## config.mk

```make
export PLATFORM = sky130hd
export DESIGN_NAME = spi_mem_master
export DESIGN_NICKNAME = d
export VERILOG_FILES = /design/src/rtl/spi_mem_master.sv
export SDC_FILE = /design/constraint.sdc
export NUM_CORES = 1
export LEC_CHECK = 0
export BUFFER_PORTS_ARGS = -buffer_cell sky130_fd_sc_hd__buf_4
export CORE_MARGIN = 3
export CORE_UTILIZATION = 40
export CTS_CLUSTER_SIZE = 20
export DETAILED_ROUTE_END_ITERATION = 6
export PLACE_DENSITY = 0.59
export SKIP_CTS_REPAIR_TIMING = 1
export SYNTH_ARGS = -nofsm -noshare
export SYNTH_HDL_FRONTEND = slang
export SYNTH_SLANG_ARGS = --single-unit
```

## constraint.sdc

```tcl
create_clock -name clk -period 2.6 [get_ports clk]
set_input_delay 0.52 -clock clk [delete_from_list [all_inputs] [get_ports clk]]
set_output_delay 0.52 -clock clk [all_outputs]
set_load 0.01 [all_outputs]
```

## src/rtl/spi_mem_master.sv

```systemverilog
// SPI mode-0 master for a flash/RAM pair sharing one bus: command, 24-bit address,
// then 1..4 data bytes. Flash writes are refused with a single-cycle err/done.
module spi_mem_master #(
    parameter int CLK_DIV = 2
) (
    input  logic        clk,
    input  logic        rst,
    input  logic        start,
    input  logic        sel,
    input  logic        we,
    input  logic [23:0] addr,
    input  logic [1:0]  len,
    input  logic [31:0] wdata,
    output logic        busy,
    output logic        done,
    output logic        err,
    output logic [31:0] rdata,
    output logic        flash_cs_n,
    output logic        ram_cs_n,
    output logic        spi_sclk,
    output logic        spi_mosi,
    input  logic        spi_miso
);
    typedef enum logic [2:0] {IDLE, CMD, ADDR, DATA, FINISH} state_t;

    localparam logic [7:0] DIV_LAST = 8'(CLK_DIV - 1);

    state_t      state;
    logic        we_q;
    logic [1:0]  len_q;
    logic [63:0] tx_sh;
    logic [6:0]  rx_byte;
    logic [5:0]  bit_cnt;
    logic [7:0]  div_cnt;
    logic [63:0] frame;
    logic [5:0]  bit_last;

    assign frame    = {(we ? 8'h02 : 8'h03), addr,
                       wdata[7:0], wdata[15:8], wdata[23:16], wdata[31:24]};
    assign bit_last = 6'({1'b0, len_q, 3'b111}) + 6'd32;

    always_ff @(posedge clk) begin
        if (rst) begin
            state      <= IDLE;
            busy       <= 1'b0;
            done       <= 1'b0;
            err        <= 1'b0;
            rdata      <= '0;
            flash_cs_n <= 1'b1;
            ram_cs_n   <= 1'b1;
            spi_sclk   <= 1'b0;
            spi_mosi   <= 1'b0;
            we_q       <= 1'b0;
            len_q      <= '0;
            tx_sh      <= '0;
            rx_byte    <= '0;
            bit_cnt    <= '0;
            div_cnt    <= '0;
        end else begin
            done <= 1'b0;
            err  <= 1'b0;
            case (state)
                IDLE: begin
                    if (start) begin
                        rdata <= '0;
                        we_q  <= we;
                        len_q <= len;
                        busy  <= 1'b1;
                        if (!sel && we) begin
                            done  <= 1'b1;
                            err   <= 1'b1;
                            state <= FINISH;
                        end else begin
                            flash_cs_n <= sel;
                            ram_cs_n   <= ~sel;
                            spi_mosi   <= frame[63];
                            tx_sh      <= {frame[62:0], 1'b0};
                            bit_cnt    <= '0;
                            div_cnt    <= '0;
                            spi_sclk   <= 1'b0;
                            state      <= CMD;
                        end
                    end
                end
                CMD, ADDR, DATA: begin
                    if (div_cnt == DIV_LAST) begin
                        div_cnt  <= '0;
                        spi_sclk <= ~spi_sclk;
                        if (!spi_sclk) begin
                            // Rising SCLK: sample MISO; data bit index within the
                            // data phase is just bit_cnt[4:0] since the phase starts at 32.
                            if (state == DATA && !we_q) begin
                                rx_byte <= {rx_byte[5:0], spi_miso};
                                if (bit_cnt[2:0] == 3'd7)
                                    rdata[{bit_cnt[4:3], 3'b000} +: 8] <= {rx_byte, spi_miso};
                            end
                        end else begin
                            bit_cnt <= bit_cnt + 6'd1;
                            if (bit_cnt == bit_last) begin
                                flash_cs_n <= 1'b1;
                                ram_cs_n   <= 1'b1;
                                spi_mosi   <= 1'b0;
                                done       <= 1'b1;
                                state      <= FINISH;
                            end else begin
                                spi_mosi <= tx_sh[63];
                                tx_sh    <= {tx_sh[62:0], 1'b0};
                                if (bit_cnt == 6'd7)  state <= ADDR;
                                if (bit_cnt == 6'd31) state <= DATA;
                            end
                        end
                    end else begin
                        div_cnt <= div_cnt + 8'd1;
                    end
                end
                FINISH: begin
                    busy  <= 1'b0;
                    state <= IDLE;
                end
                default: state <= IDLE;
            endcase
        end
    end
endmodule
```

==> impl_metrics.yaml <==
hold_path:
  hold-path-endpoint: "len_q[0]"
  min_path_type: "input pin to register"
  hp-start: "len[0]"
  worstHoldPathCells: 3
power:
  switchingPower_mw: 2.838
  irDropWorstVdd_mv: 0.6913
  powerDensity_mw_per_mm2: 1034
  swShare_pct: 34.94
  p_leak_nw: 3.688
  pwr-share-clk_pct: 28.9
  internal-power_mw: 5.285
  seqPwrFrac_pct: 31.6
  pwr-share-comb_pct: 39.5
synthesis:
  yosys_warnings: 0
  yosys.area.top_type: "dfxtp_1"
  synth.distinct_cells: 56
  post_synth.cell_area_avg_um2: 9.531
  seq_area_frac_synth_pct: 41.75
  synth.top_cells.by_area: "dfxtp_1 (42%), mux2i_1 (15%), o211a_1 (7.6%)"
  synth_ff_type: "dfxtp_1"
  syn-num-nets: 723
  synth-seq-cells: 129
  ys_async_sr_fraction_pct: 0
  synth_edf_count: 0
  synthCells: 649
  synth_top_area_share_pct: 41.75
  synth_area_mm2: 0.006186
die:
  die_w_um: 130.4
  start_util_pct: 41.77
  fp.dieH_um: 130.4
  die_area_mm2: 0.01699
  io-pin-count: 103
  rows: 44
  core_mm2: 0.01481
timing:
  finalCriticalPeriod_ns: 2.426
  layout_worst_path_cycle_share_pct: 93.33
  finalMaxSlewViolations: 0
  relSlewSlack_pct: 34.67
  worstMarginPinSlew_ns: 0.9800
  hold_violations: 0
  rsz0062_at_grt: "false"
  finalSetupViolCount: 0
  clock_skew_ns: 0.007909
  hold_ws_ns: 0.3617
  setup_tns_ns: 0
  fmax_ghz: 0.4121
placed_design:
  dp_hpwl_um: 10320
  io_buffers: 102
  placed_area_mm2: 0.007264
  dp_cells: 908
  gp_congestion: 0.8174
drt:
  wl_um: 15410
  drt_iter0_markers: 313
  drt_pass1_iterations: 4
  wl_per_cell_um: 16.39
  num_vias: 5192
  via_per_inst: 5.523
  drc: 0
  detail-route-antenna-nets: 0
cts:
  cts_tree: "yes"
  path_clk_slew_ns: 0.05
  htreeDepth: 4
  clockBufferDepth: 2
  clkLatencyLatePin_ns: 0.41
  cts_root_buffer: "clkbuf_16"
  cts_buffers: 17
  clkSinkCount: 129
layout:
  final_core_util_pct: 53.06
  diodes: 0
  stdcell_count: 940
  area_growth_pct: 27.02
  drive_above_1_share_pct: 24.47
  final_area_mm2: 0.007858
  final_nets: 817
worst_setup_path:
  critical_path_required_ns: 2.89
  r2r_start: "div_cnt[0]"
  crit_arrival_ns: 2.72
  reg2reg_depth: 5
  critPathKind: "register to register"
  r2r_slack_ns: 0.17
  reg2reg_to: "tx_sh[58]"
  critPathLaunchType: "register"
  crit_path_end_kind: "register"
  cp_max_fo: 6
flow_run:
  drv_cap: 0
global_route:
  grt_start_max_net_pins: 50
  grt_usage_pct: 18.10
  antenna_found_initial: 0
  grt-ovfl-total: 0
  grt_pass1_wl_um: 24890
  grt_pass1_vias: 5027
status:
  outcome: "finished, final reports clean"
## power groups by stage
stage / Sequential (mW) / Clock (mW) / Combinational [mW]
floorplan: 2.55 / 0 / 2.42
global placement: 2.59 / 0 / 3.16
detailed placement: 2.61 / 0 / 3.23
CTS: 2.56 / 2.40 / 3.24
global route: 2.61 / 2.49 / 3.49
finish: 2.57 / 2.34 / 3.21
## per-stage QoR
stage | power, mW | setup slack (ns)
floorplan | 4.965 | 0.2614
global placement | 5.754 | 0.1471
detailed placement | 5.834 | 0.09480
CTS | 8.201 | 0.08408
global route | 8.592 | 0.09882
finish | 8.124 | 0.1735
## synth_stat cells (all sizes together) (3+ instances only)
library cell  number
inv                8
a31oi              6
nand2b             9
o211a             47
o31a               3
mux2i             91
or4                4
o21ai              5
buf                9
a21oi             26
nor3               8
mux2               8
clkbuf            44
o22ai              3
nor2              12
a211oi             4
dfxtp            129
ha                10
nor4               6
nand4              3
a311oi             7
nor2b             16
nand2             98
o211ai            51
and3               8
nand3              9
## placed cells by master, fill, tap and decap left out, drive strengths merged, types with 5 or more instances in the layout
cell / n
a21oi: 26
a311oi: 7
a31oi: 6
and3: 8
buf: 128
clkbuf: 19
clkinv: 6
dfxtp: 129
ha: 10
inv: 9
mux2: 8
mux2i: 91
nand2: 98
nand2b: 9
nand3: 9
nor2: 12
nor2b: 16
nor3: 8
nor4: 6
o211a: 47
o211ai: 51
o21ai: 5
## cell families (layout without fill, tap and decap cells)
kind of cell | count (synthesis) | in the layout | synth area share (%)
AOI/OAI and AO/OA | 167 | 167 | 21.32
and+or+nand+nor | 180 | 180 | 14.36
adders and majority gates | 10 | 10 | 2.023
xor gates and xnor gates | 3 | 3 | 0.4248
buffers and inverters | 61 | 168 | 3.944
muxes | 99 | 99 | 16.18
DFF | 129 | 129 | 41.75
## layout make-up
cell class | instances | area (µm²)
clock inverter | 13 | 136.4
inverter | 8 | 30.03
sequential | 129 | 2582
multi-input combinational | 459 | 3402
fill | 1332 | 6952
timing repair buffer | 128 | 1023
clock buffer | 19 | 452.9
tap | 184 | 230.2
## worst max-delay path: stages, from the launching register on
cell     delay [ns]
dfxtp_1        0.38
ha_1           0.19
or4b_4         0.51
or4_4          0.51
or4_4          0.48
o221a_1        0.24
## routing by layer
layer | wire length (µm) | part of all wire (%) | GRT usage, % | vias up
li1 | - | - | - | 2592
met1 | 7336 | 48 | 24.44 | 2482
met2 | 7240 | 47 | 28.42 | 111
met3 | 722 | 4.7 | 4.585 | 7
met4 | 112 | 0.73 | 5.929 | 0
met5 | 0 | 0 | 0 | -
## how the worst max path moves through the flow
stage	slack [ns]	to	start	depth (start not counted)
detailed placement	0.09	tx_sh[58]	div_cnt[0]	5
global placement	0.15	tx_sh[58]	div_cnt[0]	5
finish	0.17	tx_sh[58]	div_cnt[0]	5
CTS	0.08	tx_sh[58]	div_cnt[0]	5
global route	0.1	tx_sh[58]	div_cnt[0]	5
floorplan	0.26	tx_sh[58]	div_cnt[0]	6
## flip-flops by register name, indices dropped and copies added (netlist names), 2 cells and up
signal,flops
rdata,32
rx_byte,7
div_cnt,8
state,3
bit_cnt,6
tx_sh,63
len_q,2
Note: power is estimated with default switching activity, not from simulation.
